`config.mk`:
```
export PLATFORM = sky130hd
export DESIGN_NAME = rsa_io_ctrl
export DESIGN_NICKNAME = d
export VERILOG_FILES = /design/src/rtl/rsa_io_pkg.sv /design/src/rtl/rsa_io_edge.sv /design/src/rtl/rsa_io_ctrl.sv
export SDC_FILE = /design/constraint.sdc
export NUM_CORES = 1
export LEC_CHECK = 0
export CORE_AREA = 2 2 226 228
export DETAILED_ROUTE_END_ITERATION = 8
export DIE_AREA = 0 0 228 230
export MAX_ROUTING_LAYER = met4
export PLACE_DENSITY = 0.79
export SYNTH_ARGS = -nofsm -noshare
export SYNTH_HDL_FRONTEND = slang
export SYNTH_HIERARCHICAL = 1
export SYNTH_SLANG_ARGS = --single-unit
```
`constraint.sdc`:
```
create_clock -name clk -period 5.25 [get_ports clk]
set_input_delay 0.7875 -clock clk [delete_from_list [all_inputs] [get_ports clk]]
set_output_delay 0.7875 -clock clk [all_outputs]
set_load 0.005 [all_outputs]
```
`src/rtl/rsa_io_pkg.sv`:
```
// Shared definitions for the RSA host I/O controller.
//   state_t      : controller FSM state encoding
//   BUS_W_DEF    : default host data bus width
//   OP_W_DEF     : default operand / result width
package rsa_io_pkg;

   localparam int BUS_W_DEF = 32;
   localparam int OP_W_DEF  = 128;

   typedef enum logic [2:0] {
      S_IDLE  = 3'd0,
      S_LOAD  = 3'd1,
      S_START = 3'd2,
      S_WAIT  = 3'd3,
      S_READ  = 3'd4
   } state_t;

endpackage

```
`src/rtl/rsa_io_edge.sv`:
```
// Two-flop synchroniser for an asynchronous host strobe plus rising-edge
// detector.  A pin edge produces a one-cycle rise_o pulse that the consuming
// logic samples on the third clk edge after the pin changed.
//   clk    : clock
//   rstn   : asynchronous active-low reset (all flops cleared)
//   pin_i  : asynchronous strobe from the host
//   rise_o : one-cycle pulse per rising edge of pin_i
module rsa_io_edge (
   input  logic clk,
   input  logic rstn,
   input  logic pin_i,
   output logic rise_o
);

   // [0],[1] are the synchroniser; [2] holds the previous synchronised level.
   logic [2:0] sync_q;

   always_ff @(posedge clk or negedge rstn) begin
      if (!rstn) begin
         sync_q <= '0;
      end else begin
         sync_q <= {sync_q[1:0], pin_i};
      end
   end

   assign rise_o = sync_q[1] & ~sync_q[2];

endmodule

```
`src/rtl/rsa_io_ctrl.sv`:
```
// Host-side I/O controller for a modular-exponentiation core.  The host
// streams base, exponent and modulus (LSW first each) over a narrow bus using
// an asynchronous write strobe, the core is started, and the result is read
// back one bus word per read strobe.
//
// Optional build feature: define RSA_IO_TIMEOUT_EN to add a watchdog on the
// WAIT state (TIMEOUT_CYC cycles); without it WAIT holds until core_done.
//
// Ports:
//   clk, rstn      : clock, asynchronous active-low reset
//   wr, rd         : asynchronous host write / read-advance strobes
//   clr            : synchronous soft abort (operands are kept)
//   data_i         : host write data
//   data_o         : current result word while reading, else 0
//   busy           : load, start or compute in progress
//   io_end         : result available for readback
//   err            : sticky protocol / timeout error
//   core_start     : one-cycle start pulse to the core
//   core_base/exp/mod : operands to the core
//   core_done      : core completion pulse
//   core_result    : core result, valid with core_done
//
// state   | meaning
// --------+--------------------------------------------------------------
// S_IDLE  | waiting for the first operand word
// S_LOAD  | collecting the remaining operand words
// S_START | one cycle, pulses core_start
// S_WAIT  | core computing, waiting for core_done (or watchdog)
// S_READ  | result held, host reads it out word by word
module rsa_io_ctrl
   import rsa_io_pkg::*;
#(
   parameter int BUS_W       = BUS_W_DEF,
   parameter int OP_W        = OP_W_DEF,
   parameter int TIMEOUT_CYC = 65535
) (
   input  logic              clk,
   input  logic              rstn,
   input  logic              wr,
   input  logic              rd,
   input  logic              clr,
   input  logic [BUS_W-1:0]  data_i,
   output logic [BUS_W-1:0]  data_o,
   output logic              busy,
   output logic              io_end,
   output logic              err,
   output logic              core_start,
   output logic [OP_W-1:0]   core_base,
   output logic [OP_W-1:0]   core_exp,
   output logic [OP_W-1:0]   core_mod,
   input  logic              core_done,
   input  logic [OP_W-1:0]   core_result
);

   localparam int BEATS  = OP_W / BUS_W;
   localparam int NWORDS = 3 * BEATS;
   localparam int WC_W   = $clog2(NWORDS);
   localparam int RI_W   = (BEATS > 1) ? $clog2(BEATS) : 1;

   localparam logic [WC_W-1:0] WC_LAST = WC_W'(NWORDS - 1);
   localparam logic [RI_W-1:0] RI_LAST = RI_W'(BEATS - 1);

   if ((OP_W % BUS_W) != 0 || BEATS < 1) begin : g_bad_width
      $error("rsa_io_ctrl: OP_W must be a non-zero multiple of BUS_W");
   end
   if (TIMEOUT_CYC < 1) begin : g_bad_timeout
      $error("rsa_io_ctrl: TIMEOUT_CYC must be at least 1");
   end

   logic wr_rise;
   logic rd_rise;

   rsa_io_edge u_wr_edge (
      .clk    (clk),
      .rstn   (rstn),
      .pin_i  (wr),
      .rise_o (wr_rise)
   );

   rsa_io_edge u_rd_edge (
      .clk    (clk),
      .rstn   (rstn),
      .pin_i  (rd),
      .rise_o (rd_rise)
   );

   state_t               state_q,  state_d;
   logic [WC_W-1:0]      wcnt_q,   wcnt_d;
   logic [RI_W-1:0]      ridx_q,   ridx_d;
   // Word w of the host stream lands at bits [w*BUS_W +: BUS_W], so the flat
   // vector is {mod, exp, base} with each operand LSW first.
   logic [3*OP_W-1:0]    ops_q,    ops_d;
   logic [OP_W-1:0]      result_q, result_d;
   logic                 err_q,    err_d;

`ifdef RSA_IO_TIMEOUT_EN
   localparam int TO_W = $clog2(TIMEOUT_CYC + 1);
   logic [TO_W-1:0] tcnt_q, tcnt_d;
`endif

   always_ff @(posedge clk or negedge rstn) begin
      if (!rstn) begin
         state_q  <= S_IDLE;
         wcnt_q   <= '0;
         ridx_q   <= '0;
         ops_q    <= '0;
         result_q <= '0;
         err_q    <= 1'b0;
`ifdef RSA_IO_TIMEOUT_EN
         tcnt_q   <= '0;
`endif
      end else begin
         state_q  <= state_d;
         wcnt_q   <= wcnt_d;
         ridx_q   <= ridx_d;
         ops_q    <= ops_d;
         result_q <= result_d;
         err_q    <= err_d;
`ifdef RSA_IO_TIMEOUT_EN
         tcnt_q   <= tcnt_d;
`endif
      end
   end

   always_comb begin
      state_d  = state_q;
      wcnt_d   = wcnt_q;
      ridx_d   = ridx_q;
      ops_d    = ops_q;
      result_d = result_q;
      err_d    = err_q;
`ifdef RSA_IO_TIMEOUT_EN
      tcnt_d   = tcnt_q;
`endif

      if (clr) begin
         state_d = S_IDLE;
         wcnt_d  = '0;
         ridx_d  = '0;
         err_d   = 1'b0;
`ifdef RSA_IO_TIMEOUT_EN
         tcnt_d  = '0;
`endif
      end else begin
         case (state_q)
            // IDLE and LOAD share the capture path; wcnt_q is 0 in IDLE.
            S_IDLE, S_LOAD: begin
               if (wr_rise) begin
                  for (int w = 0; w < NWORDS; w++) begin
                     if (wcnt_q == WC_W'(w)) begin
                        ops_d[w*BUS_W +: BUS_W] = data_i;
                     end
                  end
                  if (wcnt_q == WC_LAST) begin
                     wcnt_d  = '0;
                     state_d = S_START;
                  end else begin
                     wcnt_d  = wcnt_q + WC_W'(1);
                     state_d = S_LOAD;
                  end
               end
            end

            S_START: begin
               if (wr_rise) begin
                  err_d = 1'b1;
               end
               state_d = S_WAIT;
`ifdef RSA_IO_TIMEOUT_EN
               // Down-counter reaches zero on the TIMEOUT_CYC-th WAIT cycle.
               tcnt_d  = TO_W'(TIMEOUT_CYC - 1);
`endif
            end

            S_WAIT: begin
               if (wr_rise) begin
                  err_d = 1'b1;
               end
               if (core_done) begin
                  result_d = core_result;
                  ridx_d   = '0;
                  state_d  = S_READ;
`ifdef RSA_IO_TIMEOUT_EN
                  tcnt_d   = '0;
`endif
               end
`ifdef RSA_IO_TIMEOUT_EN
               else if (tcnt_q == '0) begin
                  err_d   = 1'b1;
                  state_d = S_IDLE;
               end else begin
                  tcnt_d  = tcnt_q - TO_W'(1);
               end
`endif
            end

            S_READ: begin
               if (wr_rise) begin
                  err_d = 1'b1;
               end
               if (rd_rise) begin
                  if (ridx_q == RI_LAST) begin
                     ridx_d  = '0;
                     state_d = S_IDLE;
                  end else begin
                     ridx_d  = ridx_q + RI_W'(1);
                  end
               end
            end

            default: begin
               state_d = S_IDLE;
            end
         endcase
      end
   end

   always_comb begin
      data_o = '0;
      if (state_q == S_READ) begin
         for (int b = 0; b < BEATS; b++) begin
            if (ridx_q == RI_W'(b)) begin
               data_o = result_q[b*BUS_W +: BUS_W];
            end
         end
      end
   end

   assign busy       = (state_q == S_LOAD) || (state_q == S_START) || (state_q == S_WAIT);
   assign io_end     = (state_q == S_READ);
   assign err        = err_q;
   assign core_start = (state_q == S_START);
   assign core_base  = ops_q[0*OP_W +: OP_W];
   assign core_exp   = ops_q[1*OP_W +: OP_W];
   assign core_mod   = ops_q[2*OP_W +: OP_W];

endmodule

```
==> results.ini <==
[cts]
cts-root-buf=clkbuf_16
cts-buffers-inserted=55
cts_resized=0
cts_setup_buffers=0
clock_path_buffers=3
cts.clk_slew.worst_paths_ps=60
htreeDepth=2
hold_buffers=0
clk_latency_ps=600
clock_sinks=528
cts_tree=built

[grt]
use_met2=0.387
grt_start_max_net_pins=151
grt_pass1_vias=14600
grt_overflow_total=0
grt_usage=0.238
antenna_found_initial=4
met1_usage=0.278
grt.busiest_layer=met2
gr-usage-met3=0.0640
grt_first_pass_wirelength_um=92100

[worst_setup_path]
start_kind=register
r2r_cells=3
crit_chain=inv_1 -> ha_1 -> and3b_1 -> a21oi_1 -> o21ai_0 -> a22o_1 -> clkdlybuf4s50_1
cp_slowest_cell=ha_1
crit_fanout=32
crit_type=register to primary output
cpPeakStageDelay_ps=920
required_ps=4460
worstPathArrival_ps=3390
critPathCaptureType=primary output

[power]
pwr_density_cell_nw_per_um2=317
leakage_nw=14.0
vdd_drop_max_mv=0.263

[min_path]
hp-class=input pin to asynchronous set/reset pin

[sta]
min_period_ps=4180
relSlewSlack=0.218
max_slew.worst_pin.slew_ps=1170
rsz0062_at_grt=false
finalCritPeriodShare=0.796
finalSetupViolations=0
whs_ps=242
hold_viol=0
fmax_mhz=239
setup_tns_ps=0
maxSlewViolCount=0
clock_skew_ps=13.4

[logic_synthesis]
synth_edf_count=0
synth_warnings=6
synth_largest_area_cell=dfrtp_1
netlist_area_um2=21000
syn-instance-count=1393
synthTopCellsByArea=dfrtp_1, mux2_2, mux2_1, a22o_1, and3b_1
ys.flop_type=dfrtp_1
yosys_register_bits=528
synth_cell_types=37
avgSynthCellArea_um2=15.1
yosysTopAreaCellShare=0.629
synthArstFlopShare=1.00
syn-num-nets=1567
ys_seq_area_frac=0.629

[drt]
viasPerCell=5.19
drt-pass1-iter-count=4
vias=13800
drt_iter0_markers=663
drc_errors=0
postRouteAntennaNets=0
routedWlPerCell_um=23.1
totalWireLength_um=61400

[floorplan]
initial_core_util=0.422
core_area_um2=49900
placementRows=82
die_height_um=230
die-area_um2=52400
die_x_um=228
ios=586

[placement]
hpwl_um=42700
io_buffers=585
globalplace.congestion=0.818

[final_layout]
drive_gt1_frac=0.279
area_growth_pct=39.3
fillers=3898
final_common_cell=clkdlybuf4s50_1
fin_nets=2114
final_cell_mix=clkdlybuf4s50_1, dfrtp_1, mux2_2, mux2_1, clkbuf_16

[run_status]
status=finished clean

[run]
max_cap_viol_count=0

-- routing by layer --
layer | vias up | share of wire
li1 | 6055 | -
met1 | 7151 | 0.40
met2 | 470 | 0.49
met3 | 143 | 0.068
met4 | 0 | 0.044
met5 | - | 0
-- state kept, by name (all words and copies together) (netlist names) --
name and flops:
state_q 3, ridx_q 2, result_q 128, u_rd_edge/sync_q 3
u_wr_edge/sync_q 3, ops_q 384, wcnt_q 4, err 1
-- cells in the mapped netlist, types with 3 or more instances --
library cell / n
nor2_1: 10
nor2b_1: 3
and3b_1: 32
inv_1: 6
buf_4: 3
dfrtp_1: 528
buf_2: 49
clkbuf_1: 58
a22o_1: 32
nand2_1: 40
mux2_2: 423
nand3_1: 14
ha_1: 8
mux2_1: 90
a21oi_1: 36
o21ai_0: 37
-- kinds of logic (layout without fill, tap and decap cells) --
logic type,Yosys count,after routing,synth area share
flip-flops,528,528,0.629
multiplexers,515,515,0.276
buffers and inverters,118,710,0.0245
AND/OR/NAND/NOR,114,114,0.0336
AO/OA/AOI/OAI,109,109,0.0323
adder cells (fa/ha/maj),8,8,0.00476
XOR/XNOR,1,1,0.000417
other,0,5,0
-- stage by stage --
stage	total power [W]	cell area (um2)	std cells	setup slack, ps	util
final	0.00928	29300	2662	1070	0.587
after global routing	0.00961	29300	2661	869	0.587
after CTS	0.00938	29300	2657	1010	0.587
after floorplan	0.00472	21000	1393	2750	-
after detailed placement	0.00550	27500	2555	1430	0.551
after global placement	0.00546	27500	2555	1500	0.551
-- power breakdown --
part           internal, W  total (W)  leakage, nW  switching [W]
registers          0.00429    0.00441         7.23       0.000117
clock network      0.00225    0.00387        0.878        0.00162
logic             0.000626    0.00101         5.91       0.000382
-- final timing paths --
path	slack (ps)	end	start
setup reg to reg	2160	ops_q[171]	state_q[2]
max in group asynchronous	3710	ops_q[341]	rstn
min in group clk	350	u_wr_edge/sync_q[1]	u_wr_edge/sync_q[0]
setup / recovery	1070	data_o[11]	ridx_q[0]
hold reg to reg	350	u_wr_edge/sync_q[1]	u_wr_edge/sync_q[0]
hold / removal	240	ops_q[272]	rstn
-- final cells by class --
class | instances | area (um2) | area share
clock buffers | 76 | 1540 | 0.0524
clock inverters | 26 | 262 | 0.00893
inverters | 7 | 26.3 | 0.000897
repair buffers | 601 | 6030 | 0.206
well taps | 672 | 841 | 0.0287
diodes | 5 | 12.5 | 0.000427
multi-input cells | 747 | 7360 | 0.251
flip-flops and latches | 528 | 13200 | 0.451
-- critical path: cells and delay by family, from the launching register on --
family / cells / cell delay [ps]
AOI/OAI and AO/OA: 3 / 550
DFF: 1 / 420
and+or+nand+nor: 1 / 270
adders and majority gates: 1 / 920
buffers and inverters: 2 / 630
Note: power is estimated with default switching activity, not from simulation.
